## src/rtl/riscv_pipe_pkg.sv

```systemverilog
// riscv_pipe_pkg: shared widths and encodings for the RV32I pipeline stages
package riscv_pipe_pkg;
  localparam int DEFAULT_XLEN = 32;
  typedef enum logic [2:0] {
    ALU_ADD = 3'b000,
    ALU_SUB = 3'b001,
    ALU_AND = 3'b010,
    ALU_OR  = 3'b011,
    ALU_SLT = 3'b101
  } alu_op_e;
  typedef enum logic [1:0] {
    FWD_RF  = 2'b00,
    FWD_WB  = 2'b01,
    FWD_MEM = 2'b10
  } fwd_sel_e;
endpackage

```

## src/rtl/execute_cycle_alu.sv

```systemverilog
// alu: combinational RV32I ALU with zero flag, shared by any ALU-based stage
module alu
  import riscv_pipe_pkg::*;
#(
  parameter int XLEN = DEFAULT_XLEN
) (
  input  logic [XLEN-1:0] A,
  input  logic [XLEN-1:0] B,
  input  logic [2:0]      ALUControl,
  output logic [XLEN-1:0] Result,
  output logic            Zero
);
  logic [XLEN-1:0] w_sum;
  logic [XLEN-1:0] w_diff;
  logic            w_lt;
  assign w_sum  = A + B;
  assign w_diff = A - B;
  assign w_lt   = $signed(A) < $signed(B);
  // operation select; unassigned codes yield zero
  always_comb begin
    Result = (ALUControl == ALU_ADD) ? w_sum :
             (ALUControl == ALU_SUB) ? w_diff :
             (ALUControl == ALU_AND) ? (A & B) :
             (ALUControl == ALU_OR)  ? (A | B) :
             (ALUControl == ALU_SLT) ? {{(XLEN-1){1'b0}}, w_lt} :
             '0;
    Zero   = (Result == '0);
  end
endmodule

```

## src/rtl/execute_cycle.sv

```systemverilog
// execute_cycle: EX stage - operand forwarding, ALU, branch resolve, EX/MEM register
module execute_cycle
  import riscv_pipe_pkg::*;
#(
  parameter int XLEN = DEFAULT_XLEN
) (
  input  logic            clk,
  input  logic            rst,
  input  logic            RegWriteE,
  input  logic            ALUSrcE,
  input  logic            MemWriteE,
  input  logic            ResultSrcE,
  input  logic            BranchE,
  input  logic [2:0]      ALUControlE,
  input  logic [XLEN-1:0] RD1_E,
  input  logic [XLEN-1:0] RD2_E,
  input  logic [XLEN-1:0] Imm_Ext_E,
  input  logic [4:0]      RD_E,
  input  logic [XLEN-1:0] PCE,
  input  logic [XLEN-1:0] PCPlus4E,
  input  logic [1:0]      ForwardA_E,
  input  logic [1:0]      ForwardB_E,
  input  logic [XLEN-1:0] ALU_ResultM_fwd,
  input  logic [XLEN-1:0] ResultW,
  output logic            PCSrcE,
  output logic [XLEN-1:0] PCTargetE,
  output logic            RegWriteM,
  output logic            MemWriteM,
  output logic            ResultSrcM,
  output logic [4:0]      RD_M,
  output logic [XLEN-1:0] ALU_ResultM,
  output logic [XLEN-1:0] WriteDataM,
  output logic [XLEN-1:0] PCPlus4M
);
  logic [XLEN-1:0] w_src_a;
  logic [XLEN-1:0] w_write_data;
  logic [XLEN-1:0] w_src_b;
  logic [XLEN-1:0] w_alu_result;
  logic            w_zero;
  logic            r_reg_write;
  logic            r_mem_write;
  logic            r_result_src;
  logic [4:0]      r_rd;
  logic [XLEN-1:0] r_alu_result;
  logic [XLEN-1:0] r_write_data;
  logic [XLEN-1:0] r_pc_plus4;
  // forwarding muxes; select 11 falls back to the register-file operand
  always_comb begin
    w_src_a      = (ForwardA_E == FWD_WB)  ? ResultW :
                   (ForwardA_E == FWD_MEM) ? ALU_ResultM_fwd : RD1_E;
    w_write_data = (ForwardB_E == FWD_WB)  ? ResultW :
                   (ForwardB_E == FWD_MEM) ? ALU_ResultM_fwd : RD2_E;
    w_src_b      = ALUSrcE ? Imm_Ext_E : w_write_data;
  end
  alu #(.XLEN(XLEN)) u_alu (
    .A          (w_src_a),
    .B          (w_src_b),
    .ALUControl (ALUControlE),
    .Result     (w_alu_result),
    .Zero       (w_zero)
  );
  assign PCSrcE    = BranchE & w_zero;
  assign PCTargetE = PCE + Imm_Ext_E;
  // EX/MEM pipeline register, captures every cycle, cleared asynchronously
  always_ff @(posedge clk or negedge rst) begin
    if (!rst) begin
      r_reg_write  <= 1'b0;
      r_mem_write  <= 1'b0;
      r_result_src <= 1'b0;
      r_rd         <= '0;
      r_alu_result <= '0;
      r_write_data <= '0;
      r_pc_plus4   <= '0;
    end else begin
      r_reg_write  <= RegWriteE;
      r_mem_write  <= MemWriteE;
      r_result_src <= ResultSrcE;
      r_rd         <= RD_E;
      r_alu_result <= w_alu_result;
      r_write_data <= w_write_data;
      r_pc_plus4   <= PCPlus4E;
    end
  end
  assign RegWriteM   = r_reg_write;
  assign MemWriteM   = r_mem_write;
  assign ResultSrcM  = r_result_src;
  assign RD_M        = r_rd;
  assign ALU_ResultM = r_alu_result;
  assign WriteDataM  = r_write_data;
  assign PCPlus4M    = r_pc_plus4;
endmodule
```

## config.mk

```make
export PLATFORM = sky130hd
export DESIGN_NAME = execute_cycle
export DESIGN_NICKNAME = d
export VERILOG_FILES = /design/src/rtl/riscv_pipe_pkg.sv /design/src/rtl/execute_cycle_alu.sv /design/src/rtl/execute_cycle.sv
export SDC_FILE = /design/constraint.sdc
export NUM_CORES = 1
export LEC_CHECK = 0
export ABC_AREA = 0
export BUFFER_PORTS_ARGS = -buffer_cell sky130_fd_sc_hd__buf_2
export CAP_MARGIN = 10
export CORE_MARGIN = 2
export CORE_UTILIZATION = 41
export CTS_CLUSTER_SIZE = 25
export DETAILED_ROUTE_END_ITERATION = 12
export PLACE_DENSITY = 0.67
export SYNTH_ARGS = -nofsm -noshare
export SYNTH_HDL_FRONTEND = slang
export SYNTH_SLANG_ARGS = --single-unit
```

## constraint.sdc

```tcl
create_clock -name clk -period 9.4 [get_ports clk]
set_input_delay 0.94 -clock clk [delete_from_list [all_inputs] [get_ports clk]]
set_output_delay 0.94 -clock clk [all_outputs]
set_load 0.02 [all_outputs]
```

Word-level counts from Yosys, hierarchy flattened
Cells that the tools add are included.
Cells by class
  magnitude comparators: 1
  mux-type cells: 10
  add/sub/neg operators: 3
  reduce and logical (&&, ||, !) cells: 2
  eq/ne operators: 8
  bitwise operators: 3
Operators with widths (number)
  $mux W32: 9
  $add A32 B32 Y32: 2
  $and A32 B32 Y32: 1
  $logic_not A32 Y1: 1
  $lt A32 B32 Y1: 1
  $or A32 B32 Y32: 1
  $sub A32 B32 Y32: 1
  $eq A3 B2 Y1 const B: 2
  $eq A2 B1 Y1 const B: 2
  $eq A2 B2 Y1 const B: 2
  $eq A3 B1 Y1 const B: 1
  $eq A3 B3 Y1 const B: 1
  $logic_not A3 Y1: 1
  $and A1 B1 Y1: 1
  $mux W1: 1
Word-level totals
  word-level logic and storage cells: 34
  input port bits: 243
  bits in registers: 104

Depth between registers and ports, before layout
Gate-level depths: netlist (run 1).
  depth in word-level cells: 12
  mapped depth: 21
  depth with buffers taken out: 19

Cells and area by module
A second synthesis (run 1) with hierarchy kept.
Second synthesis, totals
  cells, all modules: 1514
  area, all modules: 12229.2 µm²
By module, submodules not included
  execute_cycle: times used 1, area an instance 6675.2 µm², seq. area each 2602.5 µm², cells an instance 664
  alu: times used 1, area an instance 5554.1 µm², seq. area each 0.0 µm², cells an instance 850

Worst setup path after synthesis (run 1)
Ideal clock, no wire load.
  path kind: input to output
  start point: in ForwardB_E[1]
  end point: out PCSrcE
  data arrival time: 5.495 ns
  slack: 2.965 ns
  stages on the path: 19
  required time: 8.460 ns
  cells stage by stage: clkbuf_1 buf_1 mux2i_1 nand2_1 o21ai_0 o21ai_0 inv_1 fa_1 a211oi_1 o21ai_1 a31oi_1 o21ai_0 a21oi_1 a211oi_1 or4_1 or4b_1 nor4_2 nand4b_1 nor4_2
RTL lines
  start, declared: line execute_cycle.sv:22  | input logic [1:0] ForwardB_E,
  $eq A2 B2 Y1: line execute_cycle.sv:52  | (ForwardB_E == FWD_MEM) ? ALU_ResultM_fwd : RD2_E;
  $mux W32: line execute_cycle.sv:52
  $mux W32 *: line execute_cycle.sv:51  | w_write_data = (ForwardB_E == FWD_WB) ? ResultW :
  $mux W32 *: line execute_cycle.sv:53  | w_src_b = ALUSrcE ? Imm_Ext_E : w_write_data;
  branches (longest 4 deep; another with $sub A32 B32 Y32)
  $mux W32 *: line execute_cycle_alu.sv:21  | Result = (ALUControl == ALU_ADD) ? w_sum :
  via u_alu.Result[10]: line execute_cycle_alu.sv:10  | output logic [XLEN-1:0] Result,
  $logic_not A32 Y1 *: line execute_cycle_alu.sv:27  | Zero = (Result == '0);
  $and A1 B1 Y1 *: line execute_cycle.sv:62  | assign PCSrcE = BranchE & w_zero;
  end, declared: line execute_cycle.sv:25  | output logic PCSrcE,
Mark *: on every way through the listed nets, which the timed path passes.

Final worst setup path (run 1)
  start point: in ForwardB_E[0]
  end point: out PCSrcE
The elaborated chain is that of the path after synthesis.

==> impl_metrics.ini, run 1 <==
[place]
place.gp.congestion = 1.002
io_buffers = 379
place_hpwl_mm = 40.45
dpl.cell_count = 2244

[min_path]
min_path_type = input port to async pin

[floorplanning]
die_h_um = 177.4
start_util = 0.4157
design.die.area_mm2 = 0.03146
core_mm2 = 0.02964
fp.dieW_um = 177.4
io_pins = 380
fp-row-count = 63

[clock_tree]
cts_buffers = 9
cts_tree = built
cts-hold-fix-buffers = 0
cts_resized = 0
root_buffer = clkbuf_16
cts_setup_buffers = 0
clock_path_buffers = 2
clkTransAtPathRegs_ns = 0.08
htree_levels = 3
clock-sinks = 104

[power_and_ir_drop]
switching_share = 0.4605
p_comb_frac = 0.557
p_leak_nw = 7.411
clkPwrFrac = 0.195
power.net_switching_mw = 0.9332
ir_drop_mv = 0.09698
power_density_mw_per_mm2 = 137.7
seqPwrFrac = 0.248
internal_power_mw = 1.093

[route]
first_pass_iters = 5
routed_wl_mm = 49.70
drc = 0
vias_per_cell = 5.823
drt_iter0_drc = 1009
vias = 13180
ant_nets = 0
wire_per_inst_um = 21.95

[setup_path]
worstSetupEndpointType = primary output
arrival_ns = 6.50
crit_path_start_kind = input port
crit_type = input port to primary output
worst_ep_required_time_ns = 8.46
cp_max_fo = 64

[run]
drv_cap = 0

[timing]
max_slew_margin = 0.1733
period_share = 0.7914
holdWs_ns = 0.5845
rsz0062_at_grt = false
clock.fmax_mhz = 134.4
final-setup-viol-count = 0
drv_slew = 0
hold_viol_final = 0
tightestPinTransition_ns = 1.235
fin_crit_ns = 7.439
fin_setup_tns_ns = 0

[global_route]
antenna_found_initial = 7
gr-total-overflow = 0
grt_use_total = 0.3015
grt_pass1_wl_mm = 72.60
grt_pass1_vias = 12780
grt_max_degree = 65

[logic_synthesis]
synthCells = 1555
ys_ff_latch = 104
synthesis.area_mm2 = 0.01232
synth_nets = 1928
yosys-top-cells-count = nand2_1, inv_1, ha_1
synth_edf_count = 0
synthTopCellsByArea = dfrtp_1, ha_1, mux2_2, mux2i_1, nand2_1
synth_top_area_cell = dfrtp_1
ys.flop_type = dfrtp_1
post-synth-top-count-cell = nand2_1
yosysSeqAreaShare = 0.2112
ys_types = 84
yosysTopAreaCellShare = 0.2112
async_reset_ff_frac = 1.000
yosysWarnings = 0
synth_area_per_cell_um2 = 7.924

[finish]
n_fill_cell = 2964
fin_nets = 2238
layout.cells.non_filler = 2264
drive_above_1_share = 0.2631
syn2layout_area_growth_pct = 19.39

[run_status]
status = finished, final reports clean
-- power by group through the flow --
stage	registers (mW)	logic, mW	clock network (mW)
after floorplan	0.569	0.690	0
after global placement	0.512	1.10	0
after detailed placement	0.511	1.11	0
after CTS	0.503	1.12	0.408
after global routing	0.507	1.22	0.427
final	0.502	1.13	0.395
-- through the flow --
stage	power [mW]	utilization	setup WS, ns	instance area (um2)
after floorplan	1.260	-	2.965	12320
after global placement	1.613	0.4859	2.160	14400
after detailed placement	1.621	0.4859	2.073	14400
after CTS	2.027	0.4960	2.031	14700
after global routing	2.150	0.4963	1.556	14710
final	2.026	0.4964	1.961	14710
-- registers in the layout, indices dropped and copies added (netlist names) --
signal,cells
ALU_ResultM,32
MemWriteM,1
PCPlus4M,32
RD_M,5
RegWriteM,1
ResultSrcM,1
WriteDataM,32
-- cell type report --
cell class | instances | area [um2] | area share
Multi-Input combinational cell | 1219 | 8815 | 0.5992
Sequential cell | 104 | 2603 | 0.1769
Timing Repair Buffer | 385 | 1949 | 0.1325
Inverter | 146 | 548.0 | 0.03725
Tap cell | 390 | 488.0 | 0.03317
Clock buffer | 10 | 239.0 | 0.01624
Clock inverter | 6 | 60.06 | 0.004082
Antenna cell | 4 | 10.01 | 0.0006804
-- per-layer routing --
| layer | wire length, um | part of all wire | global-route usage |
|---|---|---|---|
| met4 | 2858 | 0.058 | 0.1738 |
| met2 | 24690 | 0.50 | 0.5399 |
| met1 | 18950 | 0.38 | 0.3362 |
| met5 | 0 | 0 | 0 |
| met3 | 3195 | 0.064 | 0.05056 |
-- cells by family (layout without fill, tap and decap cells) --
| logic type | count (synthesis) | after routing | synth area share |
|---|---|---|---|
| other | 0 | 4 | 0 |
| adders and majority gates | 130 | 130 | 0.1338 |
| AOI/OAI and AO/OA | 500 | 500 | 0.2744 |
| and+or+nand+nor | 417 | 417 | 0.1634 |
| DFF | 104 | 104 | 0.2112 |
| muxes | 137 | 137 | 0.1189 |
| xor gates and xnor gates | 35 | 35 | 0.02488 |
| buffers and inverters | 232 | 547 | 0.07342 |
-- worst paths after layout --
| check | end | slack (ns) | start | cells past startpoint |
|---|---|---|---|---|
| max in group asynchronous | RegWriteM$_DFF_PN0_ | 7.66 | rst | 2 |
| min in group clk | PCPlus4M[0]$_DFF_PN0_ | 0.67 | PCPlus4E[0] | 1 |
| max | PCSrcE | 1.96 | ForwardB_E[0] | 17 |
| min | WriteDataM[27]$_DFF_PN0_ | 0.58 | rst | 1 |
-- layout by cell type (no fill, tap or decap), drive strengths merged, types with 22 or more instances in the layout --
cell type and n:
a21o 33, a21oi 95, buf 385, dfrtp 104, ha 127, inv 149
mux2 65, mux2i 71, nand2 162, nand3 27, nor2 80, nor2b 26
nor3 30, o211ai 22, o21a 73, o21ai 110, xnor2 24
-- critical path: stages --
cell and delay (ns):
buf_2 0.79, o21ai_0 0.32, o21ai_0 0.50, inv_1 0.18, fa_1 0.47, a211oi_1 0.41, o21ai_1 0.17, a31oi_1 0.33
o21ai_0 0.15, a21oi_1 0.17, a211oi_1 0.09, or4_1 0.58, or4b_1 0.52, nor4_2 0.27, nand4b_1 0.20, nor4_2 0.18
buf_2 0.21
Power figures use the tool's default switching activity.
==> run 2, diff against run 1 <==
--- a/config.mk
+++ b/config.mk
@@ -12,7 +12,7 @@
 export CORE_UTILIZATION = 41
 export CTS_CLUSTER_SIZE = 25
 export DETAILED_ROUTE_END_ITERATION = 12
-export PLACE_DENSITY = 0.67
+export PLACE_DENSITY = 0.7
 export SYNTH_ARGS = -nofsm -noshare
 export SYNTH_HDL_FRONTEND = slang
 export SYNTH_SLANG_ARGS = --single-unit
==> constraint.sdc (replaced) <==
create_clock -name clk -period 6.31 [get_ports clk]
set_input_delay 0.631 -clock clk [delete_from_list [all_inputs] [get_ports clk]]
set_output_delay 0.631 -clock clk [all_outputs]
set_load 0.02 [all_outputs]
==> impl_metrics.ini, run 2 (synthesis gave the netlist of run 1 again) <==
[clock_tree]
clock_path_buffers = 2
clock-sinks = 104
cts_buffers = 9
htree_levels = 3
cts_tree = built
clkTransAtPathRegs_ns = 0.09
cts-hold-fix-buffers = 0
root_buffer = clkbuf_16

[finish]
fin_nets = 2279
multi_input_area_mm2 = 0.008852
final_cell_mix = buf_2, nand2_1, inv_1, ha_1, dfrtp_1
fin_area_mm2 = 0.01508
n_fill_cell = 2944
drive_above_1_share = 0.2800
final_core_util = 0.5087
register_area_mm2 = 0.002603
layout.cells.non_filler = 2304
syn2layout_area_growth_pct = 22.36
layout_commonest_cell = buf_2

[run]
drv_cap = 0

[timing]
period_share = 0.9632
tightestPinTransition_ns = 1.092
drv_slew = 0
fin_crit_ns = 6.078
max_slew_margin = 0.2692
final-setup-viol-count = 0
hold_viol_final = 0
clock.fmax_mhz = 164.5

[power_and_ir_drop]
switching_share = 0.4621
p_leak_nw = 7.622
power.net_switching_mw = 1.422
ir_drop_mv = 0.1341
internal_power_mw = 1.655
p_comb_frac = 0.564
clkPwrFrac = 0.193
power_density_mw_per_mm2 = 204.1
seqPwrFrac = 0.243

[global_route]
grt_use_total = 0.3026
grt_pass1_wl_mm = 73.34
grt_max_degree = 73
grt_pass1_vias = 12850
antenna_found_initial = 8
gr-total-overflow = 0

[route]
wire_per_inst_um = 21.68
ant_nets = 0
met1_length_mm = 18.82
vias_per_cell = 5.811
first_pass_iters = 6
vias = 13390
drt_iter0_drc = 880
routed_wl_mm = 49.96
drc = 0
dr_wl_met2_mm = 24.93
met3_length_mm = 3.644
top_layer_used = met4

[floorplanning]
fp-row-count = 63
start_util = 0.4157
design.die.area_mm2 = 0.03146
io_pins = 380
die_h_um = 177.4
fp.dieW_um = 177.4
core_mm2 = 0.02964

[setup_path]
crit_path_start_kind = input port
worstSetupEndpointType = primary output
arrival_ns = 5.45
worst_ep_required_time_ns = 5.68
crit_type = input port to primary output
cp_max_fo = 17

[place]
place_area_mm2 = 0.01472
place.gp.congestion = 0.9978
place_hpwl_mm = 41.33
io_buffers = 379
dpl.cell_count = 2285

[run_status]
status = finished, final reports clean

[min_path]
min_path_type = input port to async pin
run 2: worst max-delay path, stage by stage:
cell	delay (ns)
buf_6	0.19
buf_6	0.24
mux2_2	0.35
o21ai_0	0.38
o21a_1	0.23
ha_1	0.33
nor2b_1	0.20
a21oi_1	0.12
or3b_4	0.43
a21oi_2	0.19
a221o_1	0.17
a22oi_1	0.08
or4_1	0.57
or4b_1	0.55
nor4_4	0.24
nand4b_1	0.17
nor4_2	0.17
buf_2	0.20
run 2: layout make-up:
type                    instances  share of cell area
well taps                     390             0.03237
clock inverters                 6            0.003817
flip-flops and latches        104              0.1726
repair buffers                426              0.1520
clock buffers                  10             0.01519
inverters                     146             0.03635
diodes                          3           0.0004979
multi-input cells            1219              0.5871
run 2: through the flow:
step | setup TNS (ns) | setup WS [ns] | hold slack, ns | total power [mW]
floorplan | 0 | 0.4926 | 0.3354 | 1.876
global placement | 0 | 0.1023 | 0.6035 | 2.443
detailed placement | 0 | 0.06630 | 0.6097 | 2.454
CTS | 0 | 0.03970 | 0.2075 | 3.057
global route | -0.02049 | -0.02049 | 0.2370 | 3.262
finish | 0 | 0.2321 | 0.1995 | 3.077
run 2: layer usage:
metal  vias up  GRT usage
met5         -          0
met4         0     0.1376
met3       143    0.05334
met2       632     0.5490
met1      6317     0.3443
li1       6297          -
run 2: worst max-delay path by stage:
stage / startpoint / end / cells after the start
final: ForwardB_E[1] / PCSrcE / 18
after global placement: ForwardB_E[1] / PCSrcE / 18
after global routing: ForwardB_E[1] / PCSrcE / 16
after CTS: ForwardB_E[1] / PCSrcE / 19
after floorplan: ForwardB_E[1] / PCSrcE / 19
after detailed placement: ForwardB_E[1] / PCSrcE / 19
run 2: power groups by stage:
stage | Clock (mW) | Combinational (mW) | Sequential (mW)
after floorplan | 0 | 1.03 | 0.848
after global placement | 0 | 1.68 | 0.762
after detailed placement | 0 | 1.69 | 0.762
after CTS | 0.606 | 1.70 | 0.749
after global routing | 0.634 | 1.87 | 0.754
final | 0.594 | 1.74 | 0.747
run 2: what timing repair did:
item	in CTS	in global routing
endpoints found under the setup margin	0	1
setup buffers	0	0
gates resized for setup	0	17
